### src/rtl/codec_i2c_init_seq.sv
// WM8731 power-up sequencer: on start, writes an 11-entry register table to the I2C master.
// wr_i2c rises one cycle after ISSUE; each write is paced on the i2c_idle 1->0->1 handshake and times out to ERROR.
module codec_i2c_init_seq #(
    parameter logic [7:0] DEV_ADDR    = 8'h34,
    parameter logic [8:0] DAI_FMT     = 9'h042,
    parameter logic [8:0] SAMPLE_CTRL = 9'h000,
    parameter int         TIMEOUT_CYC = 50000,
    parameter int         GAP_CYC     = 16
) (
    input  logic        clk,
    input  logic        reset,
    input  logic        start,
    input  logic        i2c_idle,
    output logic [23:0] i2c_packet,
    output logic        wr_i2c,
    output logic        busy,
    output logic        done,
    output logic        err,
    output logic [3:0]  err_index
);

    localparam int MAXC = (TIMEOUT_CYC > GAP_CYC) ? TIMEOUT_CYC : GAP_CYC;
    localparam int CW   = $clog2(MAXC) + 1;
    localparam logic [CW-1:0] TO_LAST  = CW'(TIMEOUT_CYC - 1);
    localparam logic [CW-1:0] GAP_LAST = CW'(GAP_CYC - 1);
    localparam logic [3:0]    IDX_LAST = 4'd10;

    typedef enum logic [2:0] {
        S_IDLE, S_ISSUE, S_WAIT_ACCEPT, S_WAIT_DONE, S_GAP, S_DONE, S_ERROR
    } state_t;

    state_t          state_q;
    logic [3:0]      idx_q;
    logic [CW-1:0]   cnt_q;
    logic [23:0]     pkt_q;
    logic            wr_q;
    logic            busy_q;
    logic            done_q;
    logic            err_q;
    logic [3:0]      err_index_q;
    logic [23:0]     pkt_d;
    logic [6:0]      reg_addr;
    logic [8:0]      reg_data;

    // R9 (activate) must stay last so the codec only starts once fully configured
    always_comb begin
        reg_addr = 7'd0;
        reg_data = 9'h000;
        case (idx_q)
            4'd0:    begin reg_addr = 7'd15; reg_data = 9'h000;      end
            4'd1:    begin reg_addr = 7'd0;  reg_data = 9'h017;      end
            4'd2:    begin reg_addr = 7'd1;  reg_data = 9'h017;      end
            4'd3:    begin reg_addr = 7'd2;  reg_data = 9'h079;      end
            4'd4:    begin reg_addr = 7'd3;  reg_data = 9'h079;      end
            4'd5:    begin reg_addr = 7'd4;  reg_data = 9'h012;      end
            4'd6:    begin reg_addr = 7'd5;  reg_data = 9'h000;      end
            4'd7:    begin reg_addr = 7'd6;  reg_data = 9'h000;      end
            4'd8:    begin reg_addr = 7'd7;  reg_data = DAI_FMT;     end
            4'd9:    begin reg_addr = 7'd8;  reg_data = SAMPLE_CTRL; end
            4'd10:   begin reg_addr = 7'd9;  reg_data = 9'h001;      end
            default: begin reg_addr = 7'd0;  reg_data = 9'h000;      end
        endcase
        pkt_d = {DEV_ADDR, reg_addr, reg_data};
    end

    always_ff @(posedge clk) begin
        if (reset) begin
            state_q     <= S_IDLE;
            idx_q       <= 4'd0;
            cnt_q       <= '0;
            pkt_q       <= 24'd0;
            wr_q        <= 1'b0;
            busy_q      <= 1'b0;
            done_q      <= 1'b0;
            err_q       <= 1'b0;
            err_index_q <= 4'd0;
        end else begin
            wr_q <= 1'b0;
            case (state_q)
                S_IDLE, S_DONE, S_ERROR: begin
                    if (start) begin
                        idx_q   <= 4'd0;
                        cnt_q   <= '0;
                        done_q  <= 1'b0;
                        err_q   <= 1'b0;
                        busy_q  <= 1'b1;
                        state_q <= S_ISSUE;
                    end
                end
                S_ISSUE, S_WAIT_ACCEPT, S_WAIT_DONE: begin
                    // exit condition has priority over the timeout on the same edge
                    if ((state_q == S_ISSUE       &&  i2c_idle) ||
                        (state_q == S_WAIT_ACCEPT && !i2c_idle) ||
                        (state_q == S_WAIT_DONE   &&  i2c_idle)) begin
                        cnt_q <= '0;
                        case (state_q)
                            S_ISSUE: begin
                                pkt_q   <= pkt_d;
                                wr_q    <= 1'b1;
                                state_q <= S_WAIT_ACCEPT;
                            end
                            S_WAIT_ACCEPT: state_q <= S_WAIT_DONE;
                            default:       state_q <= S_GAP;
                        endcase
                    end else if (cnt_q == TO_LAST) begin
                        err_q       <= 1'b1;
                        busy_q      <= 1'b0;
                        err_index_q <= idx_q;
                        state_q     <= S_ERROR;
                    end else begin
                        cnt_q <= cnt_q + 1'b1;
                    end
                end
                S_GAP: begin
                    if (cnt_q == GAP_LAST) begin
                        cnt_q <= '0;
                        if (idx_q == IDX_LAST) begin
                            done_q  <= 1'b1;
                            busy_q  <= 1'b0;
                            state_q <= S_DONE;
                        end else begin
                            idx_q   <= idx_q + 1'b1;
                            state_q <= S_ISSUE;
                        end
                    end else begin
                        cnt_q <= cnt_q + 1'b1;
                    end
                end
                default: state_q <= S_IDLE;
            endcase
        end
    end

    assign i2c_packet = pkt_q;
    assign wr_i2c     = wr_q;
    assign busy       = busy_q;
    assign done       = done_q;
    assign err        = err_q;
    assign err_index  = err_index_q;

endmodule

### config.mk
export PLATFORM = sky130hd
export DESIGN_NAME = codec_i2c_init_seq
export DESIGN_NICKNAME = d
export VERILOG_FILES = /design/src/rtl/codec_i2c_init_seq.sv
export SDC_FILE = /design/constraint.sdc
export NUM_CORES = 1
export LEC_CHECK = 0
export BUFFER_PORTS_ARGS = -buffer_cell sky130_fd_sc_hd__buf_4
export CORE_MARGIN = 8
export CORE_UTILIZATION = 35
export DETAILED_ROUTE_END_ITERATION = 10
export SYNTH_ARGS = -nofsm -noshare
export SYNTH_HDL_FRONTEND = slang
export SYNTH_SLANG_ARGS = --single-unit
export TNS_END_PERCENT = 30
### constraint.sdc
create_clock -name clk -period 2.8 [get_ports clk]
set_input_delay 0.14 -clock clk [delete_from_list [all_inputs] [get_ports clk]]
set_output_delay 0.14 -clock clk [all_outputs]
set_load 0.01 [all_outputs]
==> key figures <==
STA
  • Post-layout min period: 2.29 ns
  • Worst Max-Slew Pin Slew: between 0.6 and 0.7 ns
  • Final TNS setup: 0 ns
  • Pins Over Slew Limit: 0
  • RSZ-0062 raised after global routing: no
  • Worst slew margin: 58.7%
  • Worst Skew: 0.00658 ns
  • Maximum clock rate: 436 MHz
  • Final period util: 81.8%
  • Final hold violation count: 0
  • Final setup vio count: 0

Critical path
  • CP endpoint kind: flop
  • Req. time, crit path: 3.03 ns
  • Crit-path max cell delay: about 0.47 ns
  • Crit-path leading delay family: simple AND/OR/NAND/NOR gates
  • Crit-path cells: or3_1, nor2_1, a21o_1, o21ai_0, buf_4, a21oi_1
  • Worst-path maximum fanout: 16
  • Worst Setup Start Kind: flop
  • WS Path Type: flop to flop
  • CP max stage cell: dfxtp_1
  • WP buf/inv: 1
  • Crit path arrival time: 2.52 ns

GRT
  • GR met2 Demand/Resource: 21.2%
  • Initial antenna violation count: 0
  • Met1 usage: 15.0%
  • Vias in the first global route: approximately 2,200
  • GRT Util Overall: 12.5%
  • Most Crowded Layer GR: met2
  • Met3 Use GR: 2.79%
  • Largest net degree at the start of global routing: 30
  • GR Overflow Total: 0
  • First-pass GRT wire length: 10,300 um

Finish
  • Ant. Diodes: 0
  • Fillers: 713
  • Fin nets: 337
  • Post-Layout Cell Count: ~410
  • Layout cells sized above 1: 17.0%
  • Synth-to-Final Area Change: 12.3%

CTS
  • Post-cts gate resize count: 0
  • Latest clock arrival within the worst-skew pair: around 0.3 ns
  • Register clock-pin slew on the reported worst setup and hold paths: 0.09 ns
  • TritonCTS Buffers: 5
  • Root Buffer: clkbuf_8
  • H-tree depth: 2
  • Post-CTS Repair Setup Buffers: 0
  • CTS max path bufs: 2
  • Total clock sinks: between 40 and 50
  • Cts hold-fix bufs: 0
  • CTS tree: built

Synth
  • Cell Area, Synth: 0.00243 mm2
  • Synth cell types: 53
  • Synth Register Bits: 43
  • Register area share after synthesis: between 30% and 40%
  • Synth Instances: about 310
  • YS warnings: 0
  • Ys async rst share: 0%
  • Number of enable flip-flop cells after synthesis: 0
  • Prevailing post-synth register cell: dfxtp_1
  • Post-Syn Area per Cell: 7.83 um2

Min path
  • Hold Crit Class: primary input to flop

Route
  • First drt pass iteration count: 4
  • ANT nets after route: 0
  • Vias per cell: 5.52
  • Avg WL per Cell: between 10 and 15 um
  • Total Wirelength: approximately 5800 um
  • Via Count: 2,257
  • First DRT Iteration DRCs: 178
  • DR DRC count: 0

Floorplan
  • Row cnt: 30
  • Die width: 99.4 um
  • Die H: 99.4 um
  • Die Footprint: 0.00988 mm2
  • Area of the core: between 0.006 and 0.007 mm2
  • Initial core utilization: 36.0%
  • Boundary Pins: 36

Power
  • Comb power frac: 34.9%
  • Sw Ratio: 37.9%
  • Psw: 0.668 mW
  • Sequential share of power: 42.0%
  • Leak pwr: 0.990 nW
  • Cell Int Power: 1.10 mW
  • Clock share of power: 23.1%
  • Peak VDD IR: 0.239 mV
  • Cell Pwr Density: 646 mW/mm2

Placement
  • DP Wirelength: ~4300 um
  • Placed insts: 401
  • IO buf count: 25
  • Routability congestion estimate: between 0.8 and 0.9

Outcome
  • Status: finished clean

Flow run
  • Max cap viols: 0
-- metal layers --
layer,vias to the layer above,routed length (um),part of all wire [%]
met5,-,0,0
met4,0,34,0.58
met3,4,225,3.9
met2,30,2850,49
met1,1080,2700,46
li1,1143,-,-
-- area by class of cell --
cell class,count,area [um2],area share (%)
flip-flops and latches,43,861,31.5
multi-input cells,233,1390,50.9
clock inverters,3,23.8,0.870
clock buffers,5,68.8,2.52
well taps,80,100,3.66
repair buffers,32,240,8.79
inverters,13,48.8,1.78
-- cells in the final DEF, fill, tap and decap left out, types with 3 or more instances in the layout --
master    netlist  routed
xnor2_1         5       5
and3_1          6       6
conb_1          1      10
o21ai_0        16      16
dfxtp_1        43      43
inv_1          13      13
or3_1           3       3
or4_1           5       5
a31oi_1         6       6
a31o_2          3       3
nor3b_1         4       4
nor2_1         29      29
o31ai_1         4       4
clkbuf_8        0       5
nand3_1        13      13
nand4_1        10      10
nor3_1          7       7
ha_1            5       5
nor4_1          3       3
nand2_1        26      26
buf_4          13      32
nand2b_1        4       4
a21oi_1        29      29
-- per-stage QoR --
step	utilization, %	hold WS, ns	power (mW)	cell area, um2	setup WS (ns)
floorplan	-	0.327	1.18	2470	0.672
finish	40.5	0.199	1.77	2730	0.508
detailed placement	39.1	0.445	1.37	2640	0.549
CTS	40.5	0.191	1.78	2730	0.517
global route	40.5	0.204	1.90	2730	0.283
global placement	39.1	0.440	1.36	2640	0.600
-- worst reg2reg max path: cells and delay by family, from the launching register on --
family | cells | cell delay [ns]
AND/OR/NAND/NOR | 2 | 0.77
flip-flops | 1 | 0.47
AO/OA/AOI/OAI | 3 | 0.76
buffers and inverters | 1 | 0.22
-- worst paths after layout --
check | startpoint | end | slack [ns] | cells after the start
worst min-delay path | reset | i2c_packet[9] | 0.20 | 2
worst min register to register | i2c_packet[4] | i2c_packet[4] | 0.45 | 2
worst max register to register | state_q[1] | cnt_q[16] | 0.51 | 6
worst max-delay path | state_q[1] | cnt_q[16] | 0.51 | 6
-- cells by family after synthesis --
logic type	count (synthesis)	share of synthesized area, %
XOR/XNOR	5	1.80
adder cells (fa/ha/maj)	6	2.98
AND/OR/NAND/NOR	125	27.4
flip-flops	43	35.4
multiplexers	4	1.75
AO/OA/AOI/OAI	83	21.7
buffers and inverters	44	8.84
other	1	0.154
-- power by group through the flow --
stage	logic (mW)	registers, mW	clock network [mW]
6_report	0.616	0.742	0.408
5_1_grt	0.702	0.755	0.446
4_1_cts	0.617	0.741	0.425
3_5_place_dp	0.616	0.755	0
3_3_place_gp	0.612	0.753	0
2_1_floorplan	0.445	0.739	0
-- cell usage after synthesis, types with 4 or more instances --
cell type	n	area, um2
dfxtp_1	43	861
a21oi_1	29	145
nor2_1	29	109
nand2_1	26	97.6
clkbuf_1	17	63.8
o21ai_0	16	80.1
buf_4	13	97.6
inv_1	13	48.8
nand3_1	13	65.1
nand4_1	10	62.6
nor3_1	7	35.0
a31oi_1	6	37.5
and3_1	6	37.5
ha_1	5	62.6
or4_1	5	37.5
xnor2_1	5	43.8
nand2b_1	4	25.0
nor3b_1	4	30.0
o31ai_1	4	30.0
-- state kept, by name, indices dropped and copies added (netlist names) --
register	count
wr_i2c	1
idx_q	4
cnt_q	17
busy	1
err	1
done	1
state_q	3
err_index	4
i2c_packet	11
Note: power is estimated with default switching activity, not from simulation.
